## src/rtl/rf_sequencer.sv

```systemverilog
// Multicycle sequencer for the register-file/ALU datapath: accepts one instruction
// per valid/ready handshake and drives RF, ALU and memory-request controls.
module rf_sequencer #(
    parameter int N           = 8,
    parameter int addressBits = 3,
    parameter int TIMEOUT     = 15
) (
    input  logic                      clk,
    input  logic                      rst,
    input  logic                      instr_valid,
    output logic                      instr_ready,
    input  logic [4+3*addressBits-1:0] instr,
    input  logic [N-1:0]              imm,
    input  logic                      mem_ack,
    output logic                      mem_req,
    output logic                      mem_we,
    output logic [1:0]                selectSource,
    output logic [addressBits-1:0]    writeAddress,
    output logic                      write_en,
    output logic [addressBits-1:0]    readAddressA,
    output logic [addressBits-1:0]    readAddressB,
    output logic                      selectDestinationA,
    output logic                      selectDestinationB,
    output logic [1:0]                alu_op,
    output logic [N-1:0]              imm_out,
    output logic                      busy,
    output logic                      halted,
    output logic                      err,
    output logic [15:0]               retired_count
);

    localparam int IW = 4 + 3 * addressBits;
    localparam int CW = $clog2(TIMEOUT + 1);

    localparam logic [3:0] OP_NOP  = 4'd0;
    localparam logic [3:0] OP_ADD  = 4'd1;
    localparam logic [3:0] OP_SUB  = 4'd2;
    localparam logic [3:0] OP_AND  = 4'd3;
    localparam logic [3:0] OP_OR   = 4'd4;
    localparam logic [3:0] OP_MOV  = 4'd5;
    localparam logic [3:0] OP_LDI  = 4'd6;
    localparam logic [3:0] OP_LD   = 4'd7;
    localparam logic [3:0] OP_ST   = 4'd8;
    localparam logic [3:0] OP_HALT = 4'd15;

    typedef enum logic [1:0] {S_IDLE, S_EXEC, S_MEM, S_HALTED} state_t;

    state_t           r_state;
    logic [IW-1:0]    r_instr_q;
    logic [N-1:0]     r_imm;
    logic [CW-1:0]    r_wait;
    logic             r_err;
    logic [15:0]      r_retired;

    logic [3:0]             w_in_op;
    logic [3:0]             w_op;
    logic [addressBits-1:0] w_rd;
    logic [addressBits-1:0] w_ra;
    logic [addressBits-1:0] w_rb;
    logic                   w_rd_writable;

    assign w_in_op = instr[IW-1 -: 4];
    assign w_op    = r_instr_q[IW-1 -: 4];
    assign w_rd    = r_instr_q[3*addressBits-1 -: addressBits];
    assign w_ra    = r_instr_q[2*addressBits-1 -: addressBits];
    assign w_rb    = r_instr_q[addressBits-1:0];
    // RF registers 0 and 1 are hard-wired constants and must never be written.
    assign w_rd_writable = (w_rd > addressBits'(1));

    assign instr_ready   = (r_state == S_IDLE);
    assign busy          = (r_state != S_IDLE);
    assign halted        = (r_state == S_HALTED);
    assign err           = r_err;
    assign imm_out       = r_imm;
    assign retired_count = r_retired;

    // NOTE: sequential state uses non-blocking (<=) so every register samples
    // pre-edge values; blocking here would create order-dependent simulation.
    always_ff @(posedge clk) begin
        if (rst) begin
            r_state   <= S_IDLE;
            r_instr_q <= '0;
            r_imm     <= '0;
            r_wait    <= '0;
            r_err     <= 1'b0;
            r_retired <= '0;
        end else begin
            r_err <= 1'b0;
            case (r_state)
                S_IDLE: begin
                    if (instr_valid) begin
                        r_instr_q <= instr;
                        r_imm     <= imm;
                        r_wait    <= '0;
                        case (w_in_op)
                            OP_NOP: r_retired <= r_retired + 16'd1;
                            OP_ADD, OP_SUB, OP_AND, OP_OR, OP_MOV, OP_LDI: r_state <= S_EXEC;
                            OP_LD, OP_ST: r_state <= S_MEM;
                            OP_HALT: begin
                                r_state   <= S_HALTED;
                                r_retired <= r_retired + 16'd1;
                            end
                            default: r_err <= 1'b1;
                        endcase
                    end
                end
                S_EXEC: begin
                    r_state   <= S_IDLE;
                    r_retired <= r_retired + 16'd1;
                end
                S_MEM: begin
                    // An ack on the final wait cycle still completes the access.
                    if (mem_ack) begin
                        r_state   <= S_IDLE;
                        r_retired <= r_retired + 16'd1;
                    end else if (r_wait == CW'(TIMEOUT - 1)) begin
                        r_state <= S_IDLE;
                        r_err   <= 1'b1;
                    end else begin
                        r_wait <= r_wait + CW'(1);
                    end
                end
                S_HALTED: r_state <= S_HALTED;
                default:  r_state <= S_IDLE;
            endcase
        end
    end

    // NOTE: every output gets a default before the case so no path leaves one
    // unassigned, which would otherwise infer a latch.
    always_comb begin
        mem_req            = 1'b0;
        mem_we             = 1'b0;
        selectSource       = 2'd0;
        writeAddress       = '0;
        write_en           = 1'b0;
        readAddressA       = '0;
        readAddressB       = '0;
        selectDestinationA = 1'b0;
        selectDestinationB = 1'b0;
        alu_op             = 2'b00;
        case (r_state)
            S_EXEC: begin
                writeAddress = w_rd;
                write_en     = w_rd_writable;
                case (w_op)
                    OP_ADD, OP_SUB, OP_AND, OP_OR: begin
                        readAddressA = w_ra;
                        readAddressB = w_rb;
                        alu_op       = w_op[1:0] - 2'd1;
                    end
                    OP_MOV:  readAddressA = w_ra;
                    OP_LDI:  selectSource = 2'd2;
                    default: ;
                endcase
            end
            S_MEM: begin
                mem_req            = 1'b1;
                readAddressA       = w_ra;
                selectDestinationA = 1'b1;
                if (w_op == OP_ST) begin
                    mem_we             = 1'b1;
                    readAddressB       = w_rb;
                    selectDestinationB = 1'b1;
                end else if (mem_ack) begin
                    selectSource = 2'd1;
                    writeAddress = w_rd;
                    write_en     = w_rd_writable && !rst;
                end
            end
            default: ;
        endcase
    end

endmodule

```

## config.mk

```make
export PLATFORM = sky130hd
export DESIGN_NAME = rf_sequencer
export DESIGN_NICKNAME = d
export VERILOG_FILES = /design/src/rtl/rf_sequencer.sv
export SDC_FILE = /design/constraint.sdc
export NUM_CORES = 1
export LEC_CHECK = 0
export CORE_ASPECT_RATIO = 0.9
export CORE_UTILIZATION = 47
export CTS_CLUSTER_DIAMETER = 60
export DETAILED_ROUTE_END_ITERATION = 12
export GPL_ROUTABILITY_DRIVEN = 0
export GPL_TIMING_DRIVEN = 0
export PLACE_DENSITY = 0.77
export SYNTH_ARGS = -nofsm -noshare
export SYNTH_HDL_FRONTEND = slang
export SYNTH_SLANG_ARGS = --single-unit
```

## constraint.sdc

```tcl
create_clock -name clk -period 2.5 [get_ports clk]
set_input_delay 0.5 -clock clk [delete_from_list [all_inputs] [get_ports clk]]
set_output_delay 0.5 -clock clk [all_outputs]
set_load 0.05 [all_outputs]
```

# Word-level counts from Yosys, hierarchy flattened
# Cells that the tools add are included.
classes:
  n_eq_ne: 27
  bitwise_logic: 0
  magnitude_cmp: 1
  shifts: 0
  div: 0
  n_reduce_logical: 17
  multipliers: 0
  mux: 38
  n_addsub: 3
op_table:
  columns: ["cell", "n"]
  rows:
  - ["16-bit 2-to-1 mux", 3]
  - ["16-bit case mux with 3 select lines", 1]
  - ["4-bit by 3-bit == test with 1-bit output, second input constant", 7]
  - ["3-bit case mux with 2 select lines", 3]
  - ["16-bit by 1-bit adder with 16-bit output, second input constant", 1]
  - ["4-bit by 2-bit == test with 1-bit output, second input constant", 4]
  - ["4-bit == test, second input constant", 4]
  - ["3-bit 2-to-1 mux", 5]
  - ["2-bit 2-to-1 mux", 6]
  - ["4-bit 2-to-1 mux", 3]
  - ["1-bit 2-to-1 mux", 11]
  - ["2-bit inequality test, second input constant", 5]
  - ["10-bit OR reduction", 1]
  - ["4-bit by 1-bit == test with 1-bit output, second input constant", 2]
  - ["2-bit case mux with 4 select lines", 1]
  - ["4-bit case mux with 2 select lines", 1]
  - ["4-bit AND reduction", 2]
  - ["2-bit case mux with 3 select lines", 1]
  - ["6-bit OR reduction", 1]
  - ["5-bit OR reduction", 1]
  - ["4-bit by 1-bit adder with 4-bit output, second input constant", 1]
  - ["2-bit == test, second input constant", 2]
  - ["4-bit zero test", 1]
  - ["4-bit by 1-bit inequality test with 1-bit output, second input constant", 1]
  - ["other kinds (15)", 18]
totals:
  mem_bits_rw: 0
  reg_bits: 44
  latchBits: 0
  n_memories: 0
  romBits: 0

# Longest topological paths before layout
logic_depth:
  word_depth: 5
  mapped_depth: 7
  mapped_depth_nobuf: 6

# Least setup slack after synthesis
# Ideal clock, no wire load.
synth_path:
  path_kind: "reg2out"
  start: "reg r_state[0]"
  end: "out readAddressB[0]"
  arrival_time_ns: 3.977
  setup_slack_ns: -1.977
  required_time_ns: 2.000
  path_stages_with_launch: 7
  path_cell_list: "dfxtp_1 inv_1 ha_1 inv_1 nor4_1 o21ai_0 nor2_1"
synth_via:
  elab_chain_cells: 2
  word_cells_on_any_way: 3
  classes_between: "eq/ne: 2; mux: 1"
synth_rtl:
  columns: ["item", "line_no", "text"]
  rows:
  - ["from (decl)", "48", "state_t r_state;"]
  - ["from (signal assigned)", "81", "r_state <= S_IDLE;"]
  - ["from (signal assigned)", "97", "OP_ADD, OP_SUB, OP_AND, OP_OR, OP_MOV, OP_LDI: r_state <= S_EXEC;"]
  - ["from (signal assigned)", "98", "OP_LD, OP_ST: r_state <= S_MEM;"]
  - ["2-bit == test / 2-bit by 1-bit == test with 1-bit output (equally long branches)", "142", "case (r_state)"]
  - ["3-bit case mux with 2 select lines *", "142", null]
  - ["to (decl)", "21", "output logic [addressBits-1:0] readAddressB,"]
# Every way passes the cells marked *; elsewhere a longest branch is shown, timed or not.

# Worst setup path in the final report
layout_path:
  start: "in instr[10]"
  end: "reg r_retired[9], in the netlist retired_count[9]"
layout_via:
  elab_chain_cells: 4
  word_cells_on_any_way: 5
  classes_between: "eq/ne: 2; reduce/logical: 3"
layout_rtl:
  columns: ["item", "line_no", "text"]
  rows:
  - ["from (decl)", "12", "input logic [4+3*addressBits-1:0] instr,"]
  - ["4-bit == test / 4-bit zero test (equally long branches)", "95", "case (w_in_op)"]
  - ["2-bit OR reduction (no source line) *", null, null]
  - ["2-bit inequality test (no source line) *", null, null]
  - ["4-bit AND reduction (no source line) *", null, null]
  - ["to (signal assigned)", "96", "OP_NOP: r_retired <= r_retired + 16'd1;"]
  - ["to (signal assigned)", "101", "r_retired <= r_retired + 16'd1;"]
  - ["to (signal assigned)", "109", "r_retired <= r_retired + 16'd1;"]
  - ["to (decl)", "53", "logic [15:0] r_retired;"]
# Marks and branches as above.
# A chain may end at the register's enable or synchronous reset.

==> metrics.txt <==
CP Cell Sequence clkdlybuf4s50_1, or3_1, o211a_4, buf_6, nor4_2, mux2_2; Longest Clk Path Bufs 2; internal power 1299 uW; Die Area 5372 um^2; crit path kind input pin to flip-flop; unrepaired setup endpoints after global routing true; Worst setup startpoint instr[10]; Core Area 4865 um^2; gr usage total 23.75%; outcome completed; Starting Density 49.10%; Hold Fails Final Rpt 0; initial antenna violation count 0; synth warn 0; Post-Syn Instances 295; Synth Cell Area 2389 um^2; Comb power frac 31.4%; Final Cycle Share 97.21%; total number of vias 2405; Worst path max stage delay 0.55 ns; leading area contributor after synthesis dfxtp_1; slew margin rel. 65.14%; delay-heaviest family, CP simple AND/OR/NAND/NOR gates; crit path capture type flip-flop; Routed Antenna Nets 0; cts-stage hold buffer count 0; share of the synthesized area in the top cell type 36.88%; num rows 24; worst slew pin tran 0.5229 ns; drt total wl 6380 um; Sw Ratio 34.56%; via/cell ratio 5.491; Yosys cell types 50; detailed placement HPWL 4553 um; Max FO, Critical Path 10; Max Slew Vio Count 0; max-cap viol count 0; maximum VDD drop 0.0003196 V; P&R area growth vs syn 41.38%; ANT cells 0; commonest non-fill, non-tap cell in the layout nand2_1; worst min-delay path startpoint r_instr_q[2]; RR Startpoint r_state[1]; total negative slack 0 ns; Hold Path Class flip-flop to flip-flop; main area contributors after synthesis dfxtp_1, nand2_1, a21oi_1; PwrDens 587.9 nW/um^2; Setup Skew 0.007341 ns; Top FF cell, synth dfxtp_1; Final setup viols 0; leakage 0.001268 uW; CP arrival 2.62 ns; NetSw 686.1 uW; Initial DRC Count 128; Root Buffer clkbuf_8; first drt pass iteration count 4; first-pass GRT wire length 10300 um; chip height 69.63 um; Num CTS Buffers 5; post-layout power 1985 uW; H-tree depth 2; Required @ worst endpoint 2.69 ns; critical path launch point type input pin; CTS tree done; routed length per instance 14.57 um; vias in the first global route 2215; commonest cells after routing, fill and taps aside nand2_1, clkdlybuf4s50_1, dfxtp_1, a21oi_1, nor2_1; hold_ws 0.4588 ns; Seq/Total Area, Yosys 36.88%; IO Port Bufs 70; Critical-path top delay cell clkdlybuf4s50_1; Clock Latency Late Sink 0.30 ns; CP bufs+invs 2; largest net degree at the start of global routing 15; DR DRC count 0; Tmin final 2.430 ns; power share of the clock group 29.1%; f_max 0.4115 GHz; Clock Sinks 44; Post-Syn Nets 332; Layout Utilization 69.42%; Worst-path clk slew 0.08 ns; FFs w/ async S/R, synth 0%; Post-synth EDFFs 0; die width 77.15 um; Syn Area/Cell 8.097 um^2; layout cells sized above 1 19.03%; gr ovfl total 0; Yosys reg bits 44; sequential share of power 39.6%; IO Count 71; Final nets 409
==> per-layer routing <==
layer  share of wire (%)  global-route usage (%)  wire, um
met5                   0                       0         0
met4                 1.1                   7.966        72
met3                 5.7                   4.868       365
met2                  47                   39.04      2990
met1                  46                   30.90      2951
==> sequential cells by signal, summed over array words and instances (netlist names) <==
signal,flops
err,1
r_wait,4
r_instr_q,13
imm_out,8
retired_count,16
r_state,2
==> synthesized netlist by cell type (all sizes together) (3+ instances only) <==
cell type,n
o21ai,10
buf,9
clkbuf,6
o31ai,5
nor4,7
nand2b,3
or4,7
nor2,17
ha,12
mux2,7
or3,5
inv,13
dfxtp,44
nor2b,11
or4b,3
nand2,57
o211a,3
nand4,5
a21oi,33
and3b,3
and2,5
nand3,8
==> cells by family (layout without fill, tap and decap cells) <==
kind of cell	after synthesis	in the layout	synth area share (%)
mux	9	9	4.139
simple gates	139	139	30.91
buf+inv	28	106	5.395
compound gates	63	63	16.40
fa+ha+maj	12	12	6.286
flops	44	44	36.88
==> tightest hold or removal path: stages (launching register included) <==
cell	delay, ns
dfxtp_1	0.32
nand2_1	0.05
a21oi_1	0.05
==> power by group through the flow <==
stage | sequential [uW] | clock [uW] | combinational, uW
after CTS | 784 | 581 | 606
after global placement | 797 | 0 | 592
after global routing | 792 | 613 | 674
after floorplan | 855 | 0 | 349
final | 785 | 577 | 623
after detailed placement | 799 | 0 | 601
==> through the flow <==
step	std cells	setup slack [ns]	area, um^2
floorplan	295	-0.01950	2452
global placement	430	-0.5835	3234
detailed placement	430	-0.5967	3234
CTS	437	-0.02569	3341
global route	438	-0.05445	3377
finish	438	0.06972	3377
==> final timing paths <==
path / slack (ns) / to / cells after the start
worst min register to register: 0.46 / r_instr_q[2] / 2
worst max-delay path: 0.07 / retired_count[9] / 6
worst max register to register: 0.10 / retired_count[13] / 6
worst min-delay path: 0.46 / r_instr_q[2] / 2
==> cell type report <==
cell class	instances	area (um^2)
clock inverters	2	38.79
well taps	65	81.33
flip-flops and latches	44	885.9
multi-input cells	223	1509
plain buffers	14	76.32
clock buffers	6	82.58
fillers	421	1488
inverters	13	48.80
repair buffers	71	654.4
==> what timing repair did <==
item,4_1_cts,5_1_grt
cloned,0,0
resized for setup,62,48
setup buffers,0,1
pin swaps,2,2
setup endpoints to repair,16,23
No activity file was read; power rests on OpenSTA's default activity.
